[src/rtl/muldiv_pkg.sv]
// Shared definitions for the RV32M multiply/divide unit: funct3 opcodes,
// FSM state encoding and the decoded control bundle.
package muldiv_pkg;

    localparam logic [2:0] F3_MUL    = 3'b000;
    localparam logic [2:0] F3_MULH   = 3'b001;
    localparam logic [2:0] F3_MULHSU = 3'b010;
    localparam logic [2:0] F3_MULHU  = 3'b011;
    localparam logic [2:0] F3_DIV    = 3'b100;
    localparam logic [2:0] F3_DIVU   = 3'b101;
    localparam logic [2:0] F3_REM    = 3'b110;
    localparam logic [2:0] F3_REMU   = 3'b111;

    typedef enum logic [1:0] {
        IDLE = 2'd0,
        CALC = 2'd1,
        FIX  = 2'd2,
        DONE = 2'd3
    } state_t;

    typedef struct packed {
        logic is_div;
        logic is_rem;
        logic a_signed;
        logic b_signed;
        logic want_high;
    } ctrl_t;

endpackage

[src/rtl/muldiv_decode.sv]
// Combinational funct3 -> control bundle decode for M-extension ops; also
// usable by hazard logic that needs to classify an op early.
module muldiv_decode
    import muldiv_pkg::*;
(
    input  logic [2:0] funct3,
    output ctrl_t      ctrl
);

    always_comb begin
        ctrl           = '0;
        ctrl.is_div    = funct3[2];
        ctrl.is_rem    = funct3[2] & funct3[1];
        ctrl.want_high = !funct3[2] && (funct3[1:0] != 2'b00);
        case (funct3)
            F3_MUL, F3_MULH, F3_DIV, F3_REM: begin
                ctrl.a_signed = 1'b1;
                ctrl.b_signed = 1'b1;
            end
            F3_MULHSU: ctrl.a_signed = 1'b1;
            default: ;
        endcase
    end

endmodule

[src/rtl/muldiv_unit.sv]
// Iterative RV32M multiply/divide unit: radix-2 shift-add multiply and
// restoring divide, one bit per cycle, with valid/ready handshake and kill.
module muldiv_unit
    import muldiv_pkg::*;
#(
    parameter int XLEN  = 32,
    parameter int CNT_W = $clog2(XLEN) + 1
) (
    input  logic            clk,
    input  logic            rst_n,
    input  logic            in_valid,
    output logic            in_ready,
    input  logic [2:0]      funct3,
    input  logic [XLEN-1:0] op_a,
    input  logic [XLEN-1:0] op_b,
    input  logic            kill,
    output logic            out_valid,
    input  logic            out_ready,
    output logic [XLEN-1:0] result,
    output logic            busy
);

    localparam logic [XLEN-1:0] MOST_NEG = {1'b1, {(XLEN-1){1'b0}}};

    ctrl_t              dec_ctrl;
    ctrl_t              ctrl_reg;
    state_t             state_reg;
    logic [2*XLEN-1:0]  acc_reg;
    logic [XLEN:0]      b_mag_reg;
    logic               a_msb_reg;
    logic               b_msb_reg;
    logic               special_reg;
    logic [CNT_W-1:0]   cnt_reg;
    logic [XLEN-1:0]    result_reg;
    logic               out_valid_reg;

    muldiv_decode u_decode (
        .funct3 (funct3),
        .ctrl   (dec_ctrl)
    );

    // Operand magnitudes at acceptance; the most-negative value is
    // representable as an unsigned magnitude, so nothing overflows.
    logic               a_neg;
    logic               b_neg;
    logic [XLEN-1:0]    a_mag;
    logic [XLEN:0]      b_ext;
    logic [XLEN:0]      b_mag;
    logic               div_zero;
    logic               div_ovf;
    logic               is_special;
    logic [2*XLEN-1:0]  special_acc;

    assign a_neg       = dec_ctrl.a_signed & op_a[XLEN-1];
    assign b_neg       = dec_ctrl.b_signed & op_b[XLEN-1];
    assign a_mag       = a_neg ? (~op_a + 1'b1) : op_a;
    assign b_ext       = {b_neg, op_b};
    assign b_mag       = b_neg ? (~b_ext + 1'b1) : b_ext;
    assign div_zero    = (op_b == '0);
    assign div_ovf     = dec_ctrl.a_signed && (op_a == MOST_NEG) && (op_b == '1);
    assign is_special  = dec_ctrl.is_div && (div_zero || div_ovf);
    // Special results are preloaded as {remainder, quotient}, already final.
    assign special_acc = div_zero ? {op_a, {XLEN{1'b1}}} : {{XLEN{1'b0}}, op_a};

    // One multiply step: conditional add into the high half, then shift right.
    logic [XLEN:0]      mul_sum;
    logic [2*XLEN-1:0]  mul_next;
    assign mul_sum  = {1'b0, acc_reg[2*XLEN-1:XLEN]} + (acc_reg[0] ? b_mag_reg : '0);
    assign mul_next = {mul_sum, acc_reg[XLEN-1:1]};

    // One restoring-divide step on {remainder, dividend/quotient}.
    logic [XLEN:0]      div_trial;
    logic               div_ok;
    logic [XLEN-1:0]    div_rem;
    logic [2*XLEN-1:0]  div_next;
    assign div_trial = acc_reg[2*XLEN-1:XLEN-1] - b_mag_reg;
    assign div_ok    = !div_trial[XLEN];
    assign div_rem   = div_ok ? div_trial[XLEN-1:0] : acc_reg[2*XLEN-2:XLEN-1];
    assign div_next  = {div_rem, acc_reg[XLEN-2:0], div_ok};

    // Sign fix-up and output selection.
    logic               res_neg;
    logic [2*XLEN-1:0]  prod_fix;
    logic [XLEN-1:0]    div_sel;
    logic [XLEN-1:0]    div_fix;
    logic [XLEN-1:0]    fix_val;
    assign res_neg  = !special_reg &&
                      ((ctrl_reg.a_signed & a_msb_reg) ^
                       (!ctrl_reg.is_rem & ctrl_reg.b_signed & b_msb_reg));
    assign prod_fix = res_neg ? (~acc_reg + 1'b1) : acc_reg;
    assign div_sel  = ctrl_reg.is_rem ? acc_reg[2*XLEN-1:XLEN] : acc_reg[XLEN-1:0];
    assign div_fix  = res_neg ? (~div_sel + 1'b1) : div_sel;
    assign fix_val  = ctrl_reg.is_div   ? div_fix :
                      ctrl_reg.want_high ? prod_fix[2*XLEN-1:XLEN] : prod_fix[XLEN-1:0];

    always_ff @(posedge clk or negedge rst_n) begin
        if (!rst_n) begin
            state_reg     <= IDLE;
            ctrl_reg      <= '0;
            acc_reg       <= '0;
            b_mag_reg     <= '0;
            a_msb_reg     <= 1'b0;
            b_msb_reg     <= 1'b0;
            special_reg   <= 1'b0;
            cnt_reg       <= '0;
            result_reg    <= '0;
            out_valid_reg <= 1'b0;
        end else if (kill) begin
            state_reg     <= IDLE;
            out_valid_reg <= 1'b0;
            cnt_reg       <= '0;
        end else begin
            case (state_reg)
                IDLE: begin
                    if (in_valid) begin
                        ctrl_reg    <= dec_ctrl;
                        b_mag_reg   <= b_mag;
                        a_msb_reg   <= op_a[XLEN-1];
                        b_msb_reg   <= op_b[XLEN-1];
                        special_reg <= is_special;
                        cnt_reg     <= CNT_W'(XLEN);
                        if (is_special) begin
                            acc_reg   <= special_acc;
                            state_reg <= FIX;
                        end else begin
                            acc_reg   <= {{XLEN{1'b0}}, a_mag};
                            state_reg <= CALC;
                        end
                    end
                end
                CALC: begin
                    acc_reg <= ctrl_reg.is_div ? div_next : mul_next;
                    cnt_reg <= cnt_reg - 1'b1;
                    if (cnt_reg == CNT_W'(1))
                        state_reg <= FIX;
                end
                FIX: begin
                    result_reg    <= fix_val;
                    out_valid_reg <= 1'b1;
                    state_reg     <= DONE;
                end
                DONE: begin
                    if (out_ready) begin
                        out_valid_reg <= 1'b0;
                        state_reg     <= IDLE;
                    end
                end
                default: state_reg <= IDLE;
            endcase
        end
    end

    assign in_ready  = (state_reg == IDLE);
    assign busy      = (state_reg != IDLE);
    assign out_valid = out_valid_reg;
    assign result    = result_reg;

endmodule

[config.mk]
export PLATFORM = sky130hd
export DESIGN_NAME = muldiv_unit
export DESIGN_NICKNAME = d
export VERILOG_FILES = /design/src/rtl/muldiv_pkg.sv /design/src/rtl/muldiv_decode.sv /design/src/rtl/muldiv_unit.sv
export SDC_FILE = /design/constraint.sdc
export NUM_CORES = 1
export LEC_CHECK = 0
export BUFFER_PORTS_ARGS = -buffer_cell sky130_fd_sc_hd__buf_4
export CAP_MARGIN = 5
export CORE_UTILIZATION = 64
export CTS_BUF_LIST = sky130_fd_sc_hd__clkbuf_2
export DETAILED_ROUTE_END_ITERATION = 8
export PLACE_DENSITY = 0.84
export SETUP_SLACK_MARGIN = 0.3
export SLEW_MARGIN = 10
export SYNTH_ARGS = -nofsm -noshare
export SYNTH_HDL_FRONTEND = slang
export SYNTH_SLANG_ARGS = --single-unit
[constraint.sdc]
create_clock -name clk -period 5.16 [get_ports clk]
set_input_delay 0.258 -clock clk [delete_from_list [all_inputs] [get_ports clk]]
set_output_delay 0.258 -clock clk [all_outputs]
set_load 0.1 [all_outputs]
## After elaboration in Yosys (flattened, before gate mapping)

Index checks and enable logic that the tools add are counted.

- Flip-flop bits (word level): 146
- Bits of input ports: 72
- Output and inout port bits: 35
- Word-level logic and storage cells: 101

- $add $sub $neg: 7
- Reductions and logical operators: 26
- Equality and inequality tests: 14
- Mux-type cells: 28
- Bitwise operators: 12

Operators by type and width:

| kind | number |
|---|---|
| 64-bit 2-to-1 mux | 5 |
| 32-bit 2-to-1 mux | 6 |
| 64-bit case mux with 2 select lines | 1 |
| 33-bit 2-to-1 mux | 2 |
| 32-bit by 1-bit adder with 32-bit output, second input constant | 2 |
| 64-bit by 1-bit adder with 64-bit output, second input constant | 1 |
| 32-bit equality test, second input constant | 2 |
| 32-bit inverter | 2 |
| 64-bit inverter | 1 |
| 32-bit by 33-bit adder with 33-bit output | 1 |
| 33-bit by 1-bit adder with 33-bit output, second input constant | 1 |
| 33-bit inverter | 1 |
| 33-bit subtractor | 1 |
| 32-bit zero test | 1 |
| 6-bit 2-to-1 mux | 2 |
| 6-bit case mux with 2 select lines | 1 |
| 2-bit 2-to-1 mux | 5 |
| 3-bit AND reduction | 3 |
| 2-bit case mux with 4 select lines | 1 |
| 1-bit bitwise AND | 6 |
| 3-bit equality test, second input constant | 2 |
| 6-bit by 1-bit equality test with 1-bit output, second input constant | 1 |
| 3-bit inequality test, second input constant | 2 |
| 2-bit AND reduction | 3 |
| other kinds (20) | 34 |

## Depth between registers and ports, before layout

- Depth in word-level cells: 11
- Mapped depth: 16

## Modules after synthesis

Synthesis repeated with hierarchy kept, for this count alone.

- Cells, all modules: 2102
- Area total of the unflattened synthesis: 15796.4 um^2

Modules (own cells, without submodules):

| module | cells an instance | area each (um^2) | seq. area each (um^2) | times used |
|---|---|---|---|---|
| muldiv_unit | 2097 | 15756.4 | 3653.5 | 1 |
| muldiv_decode | 5 | 40.0 | 0.0 | 1 |

## Worst setup path after synthesis

Ideal clock, no wire load.

- Kind: reg-to-reg
- From: reg ctrl_reg[3] (netlist name)
- To: reg result_reg[28], in the netlist result[28]
- Path buffers: 5
- Setup slack: 0.937 ns
- Library setup time: 0.133 ns
- Data arrival time: 4.090 ns
- Cell stages (with the launch flop): 17
- Cell sequence: dfrtp_1 -> buf_1 -> clkbuf_1 -> buf_1 -> clkbuf_1 -> clkbuf_1 -> mux2i_1 -> ha_1 -> o221ai_1 -> nor3_1 -> nand2_1 -> nor2_1 -> and2_1 -> a31oi_1 -> xnor2_1 -> a21oi_1 -> o21ai_0

- Word-level cells in the longest chain between the ends: 8
- Elaborated cells between the ends (all ways): 12

RTL lines:

| what | line | source |
|---|---|---|
| start, declared | muldiv_unit.sv:26 | `ctrl_t ctrl_reg;` |
| start signal, assigned | muldiv_unit.sv:116 | `ctrl_reg <= dec_ctrl;` |
| branches (longest 7 deep; another with 32-bit by 1-bit adder with 32-bit output) | n/a |  |
| 32-bit 2-to-1 mux (*) | muldiv_unit.sv:93 | `assign fix_val = ctrl_reg.is_div ? div_fix :` |
| end signal, assigned | muldiv_unit.sv:138 | `result_reg <= fix_val;` |
| end, declared | muldiv_unit.sv:34 | `logic [XLEN-1:0] result_reg;` |

Mark *: on every way between the ends.
A chain may end at the register's enable or synchronous reset.

## Worst setup path in the final report

- From: reg acc_reg[31]
- To: reg acc_reg[33]

- Word-level cells in the longest chain between the ends: 4

RTL lines:

| what | line | source |
|---|---|---|
| start, declared | muldiv_unit.sv:28 | `logic [2*XLEN-1:0] acc_reg;` |
| start signal, assigned | muldiv_unit.sv:123 | `acc_reg <= special_acc;` |
| start signal, assigned | muldiv_unit.sv:126 | `acc_reg <= {{XLEN{1'b0}}, a_mag};` |
| start signal, assigned | muldiv_unit.sv:132 | `acc_reg <= ctrl_reg.is_div ? div_next : mul_next;` |
| 33-bit subtractor | muldiv_unit.sv:76 | `assign div_trial = acc_reg[2*XLEN-1:XLEN-1] - b_mag_reg;` |
| 32-bit 2-to-1 mux | muldiv_unit.sv:78 | `assign div_rem = div_ok ? div_trial[XLEN-1:0] : acc_reg[2*XLEN-2:XLEN-1];` |
| 64-bit 2-to-1 mux | muldiv_unit.sv:132 |  |
| 64-bit case mux with 2 select lines | muldiv_unit.sv:113 | `case (state_reg)` |

Every way passes these cells.

==> results.md <==
- Status: finished clean
- Most common cell on crit path: a21oi_1
- Syn_nets: 2150
- Io pins: about 110
- Max-cap viol count: 0
- Post-synth cell types: 75
- Die footprint: 0.0242 mm2
- Design internal power: 5.69 mW
- Post-synthesis sequential area ratio: roughly a quarter
- Unrepaired setup endpoints after global routing: false
- Delay of the slowest cell on the worst path: roughly 0.50 ns
- Global route overflow: 0
- Switching share of total power: between 50% and 60%
- First-pass GRT wire length: roughly 76 mm
- Count of final max-slew check failures: 0
- Top FF cell, synth: dfrtp_1
- CP Data Arrival Time: ~5.4 ns
- Post-CTS Setup Bufs: 0
- Critical Path Fanout Max: 35
- Largest net degree at the start of global routing: between 100 and 150
- Crit-path leading delay family: compound AO/OA/AOI/OAI gates
- H-tree depth: 4
- Psw: 7.20 mW
- DR vias: roughly 16000
- Port buffer count: between 100 and 150
- Final period util: 90.0%
- Worst Setup Start Kind: flop
- Skew final: a little over 0.03 ns
- 1st-iter DRT viols: ~1700
- Clock network fraction of design power: 6.3%
- Post-DR vias/cell: roughly 6.5
- CP cell instances: inv_1 -> ha_1 -> fa_1 -> nand2b_1 -> a21oi_1 -> o211ai_1 -> a21bo_2 -> a2111oi_2 -> o21ai_0 -> a21oi_1 -> xor2_4 -> buf_12 -> mux2_2 -> a211oi_1 -> a221o_1
- Die W: around 160 um
- Worst setup path class: flop to flop
- LEAKAGE: 7.60 nW
- Clock sinks: 146
- Antenna violations before repair: 1
- Worst reg-to-reg setup slack: just over 0.5 ns
- Max reg flops: 64
- CTS max path bufs: 2
- # rows: 55
- Vias in the first global route: 15002
- Pre-antenna DRT Iters: 7
- Synth top area cells: dfrtp_1 24%, a21oi_1 6.4%, xnor2_1 6.3%
- Cts bufs inserted: 17
- Minimum clock period: 4.64 ns
- Flops & latches, synth: between 100 and 150
- Clk root buf: clkbuf_2
- Worst r2r dst: acc_reg[33]
- Max_slew headroom: 28.0%
- Core area: about 0.023 mm2
- Initial Util: ~66%
- Fraction of layout cells with a size suffix above 1: about a tenth
- Die span in y: 155 um
- EDFF count, synth: 0
- Commonest non-fill, non-tap cells in the layout: 211 x nand2_1, 210 x nor2_1, 192 x a21oi_1
- Routability cong.: 0.927
- Worst-Margin Slew: between 1 and 1.5 ns
- Slowest CP cell: dfrtp_1
- Synthesis Warnings: 0
- Post-Route Utilization: between 70 and 80%
- WP buf/inv: 2
- Crit. Startpoint: acc_reg[31]
- FF-to-FF Start: acc_reg[31]
- Worst slack, placed: slightly below 0.5 ns
- Fin. Hold Viols: 0
- Fillcell total: about 1800
- Layout area overhead: 13.8%
- Fin nets: ~2300
- Hold crit path type: input port to async pin
- Clk Latency, worst-skew pair: 0.75 ns
- Part of the power in combinational logic: around three quarters
- Crit path to: acc_reg[33]
- Post-Synthesis Cells: ~2000
- Mapped cell area: approximately 0.015 mm2
- Remaining antenna violation count after routing: 0
- Total GRT Usage: roughly two fifths
- Maximum vdd drop: between 0.0003 and 0.0004 V
- Ys async rst share: 100%
- Routed WL: approximately 47 mm
- Sequential power share: just under 20%
- Post-route DRC: 0
- Pwr/cell area: about 750 mW/mm2
- Clock-pin slew on the worst setup and hold paths: ~0.24 ns
- Max Clk Rate: 215 MHz
- Final TNS setup: 0 ns
- Dpl hpwl: 33.9 mm
- Setup ws final: between 0.5 and 0.6 ns
- Final setup fails: 0
- Worst Path Required: between 5 and 6 ns
- Commonest non-fill, non-tap cell in the layout: nand2_1
- Critical Path Sink Type: flop
- CTS tree: yes
- Syn_area_per_cell: between 7 and 8 um2
- Wire per inst: ~19 um
- R2R depth: 15
- Synth area leader: dfrtp_1
- Crit. path cell count: 15
- Top cell type's share of synthesized area: roughly a quarter
[kinds of logic (layout without fill, tap and decap cells)]
group | count (synthesis) | in the layout | synth area share, %
simple gates | 668 | 668 | 20.6
compound gates | 605 | 605 | 25.0
buf+inv | 211 | 325 | 5.49
xor+xnor | 190 | 190 | 11.1
flops | 146 | 146 | 24.2
mux | 104 | 104 | 7.06
fa+ha+maj | 77 | 77 | 6.49
other cells | 0 | 2 | 0
[how the worst min path moves through the flow]
stage	from	endpoint	slack, ns	depth (start not counted)
after floorplan	rst_n	a_msb_reg	-0.04	0
after global placement	b_mag_reg[14]	b_mag_reg[14]	0.46	2
after detailed placement	b_mag_reg[31]	b_mag_reg[31]	0.47	2
after CTS	kill	out_valid	0.15	3
after global routing	kill	state_reg[0]	0.23	3
final	rst_n	result[3]	0.19	2
[layout make-up]
type                    count  area [um2]  share of cell area [%]
inverters                  70         263                    1.53
multi-input cells        1644       10600                    61.9
flip-flops and latches    146        3660                    21.3
clock buffers              17        85.1                   0.496
well taps                 313         392                    2.28
repair buffers            223        1910                    11.1
diodes                      2        5.00                  0.0292
clock inverters            15         214                    1.25
[synthesized netlist by cell type, drive strengths merged, types with 10 or more instances]
master	instances
a211oi	38
a21o	37
a21oi	192
a221o	12
a221oi	16
a31oi	34
and2	18
and3	10
buf	22
clkbuf	119
dfrtp	146
ha	75
inv	69
mux2	18
mux2i	86
nand2	211
nand2b	22
nand3	30
nand4	22
nor2	210
nor2b	15
nor3	59
nor4	18
o211ai	11
o21a	11
o21ai	163
o31ai	28
o41ai	10
or3	16
or4	18
xnor2	109
xor2	81
[power groups by stage]
stage	Clock [mW]	Sequential [mW]	Combinational, mW
floorplan	0	2.73	6.96
detailed placement	0	2.47	9.28
global placement	0	2.44	9.08
global route	0.860	2.56	10.5
CTS	0.823	2.44	9.39
finish	0.817	2.50	9.57
[per-stage QoR]
stage / total power, mW / hold WS [ns] / area (um2) / std cells
3_3_place_gp: 11.5 / 0.461 / 16000 / 2308
2_1_floorplan: 9.70 / -0.0376 / 15100 / 2001
3_5_place_dp: 11.8 / 0.470 / 16000 / 2308
5_1_grt: 13.9 / 0.229 / 17100 / 2429
4_1_cts: 12.7 / 0.154 / 17100 / 2428
6_report: 12.9 / 0.192 / 17100 / 2430
[layer usage]
layer | vias to the layer above | part of all wire, % | routed length [um] | GRT usage (%)
met5 | - | 0 | 0 | 0
met4 | 0 | 4.6 | 2170 | 19.8
met3 | 178 | 8.5 | 3990 | 6.27
met2 | 889 | 46 | 21700 | 64.7
met1 | 7252 | 41 | 19000 | 49.4
li1 | 7363 | - | - | -
[what timing repair did]
item,4_1_cts,5_1_grt
setup endpoints to repair,0,16
hold buffers,88,0
hold endpoints to repair,221,0
resized for setup,0,1
No activity file was read; power rests on OpenSTA's default activity.
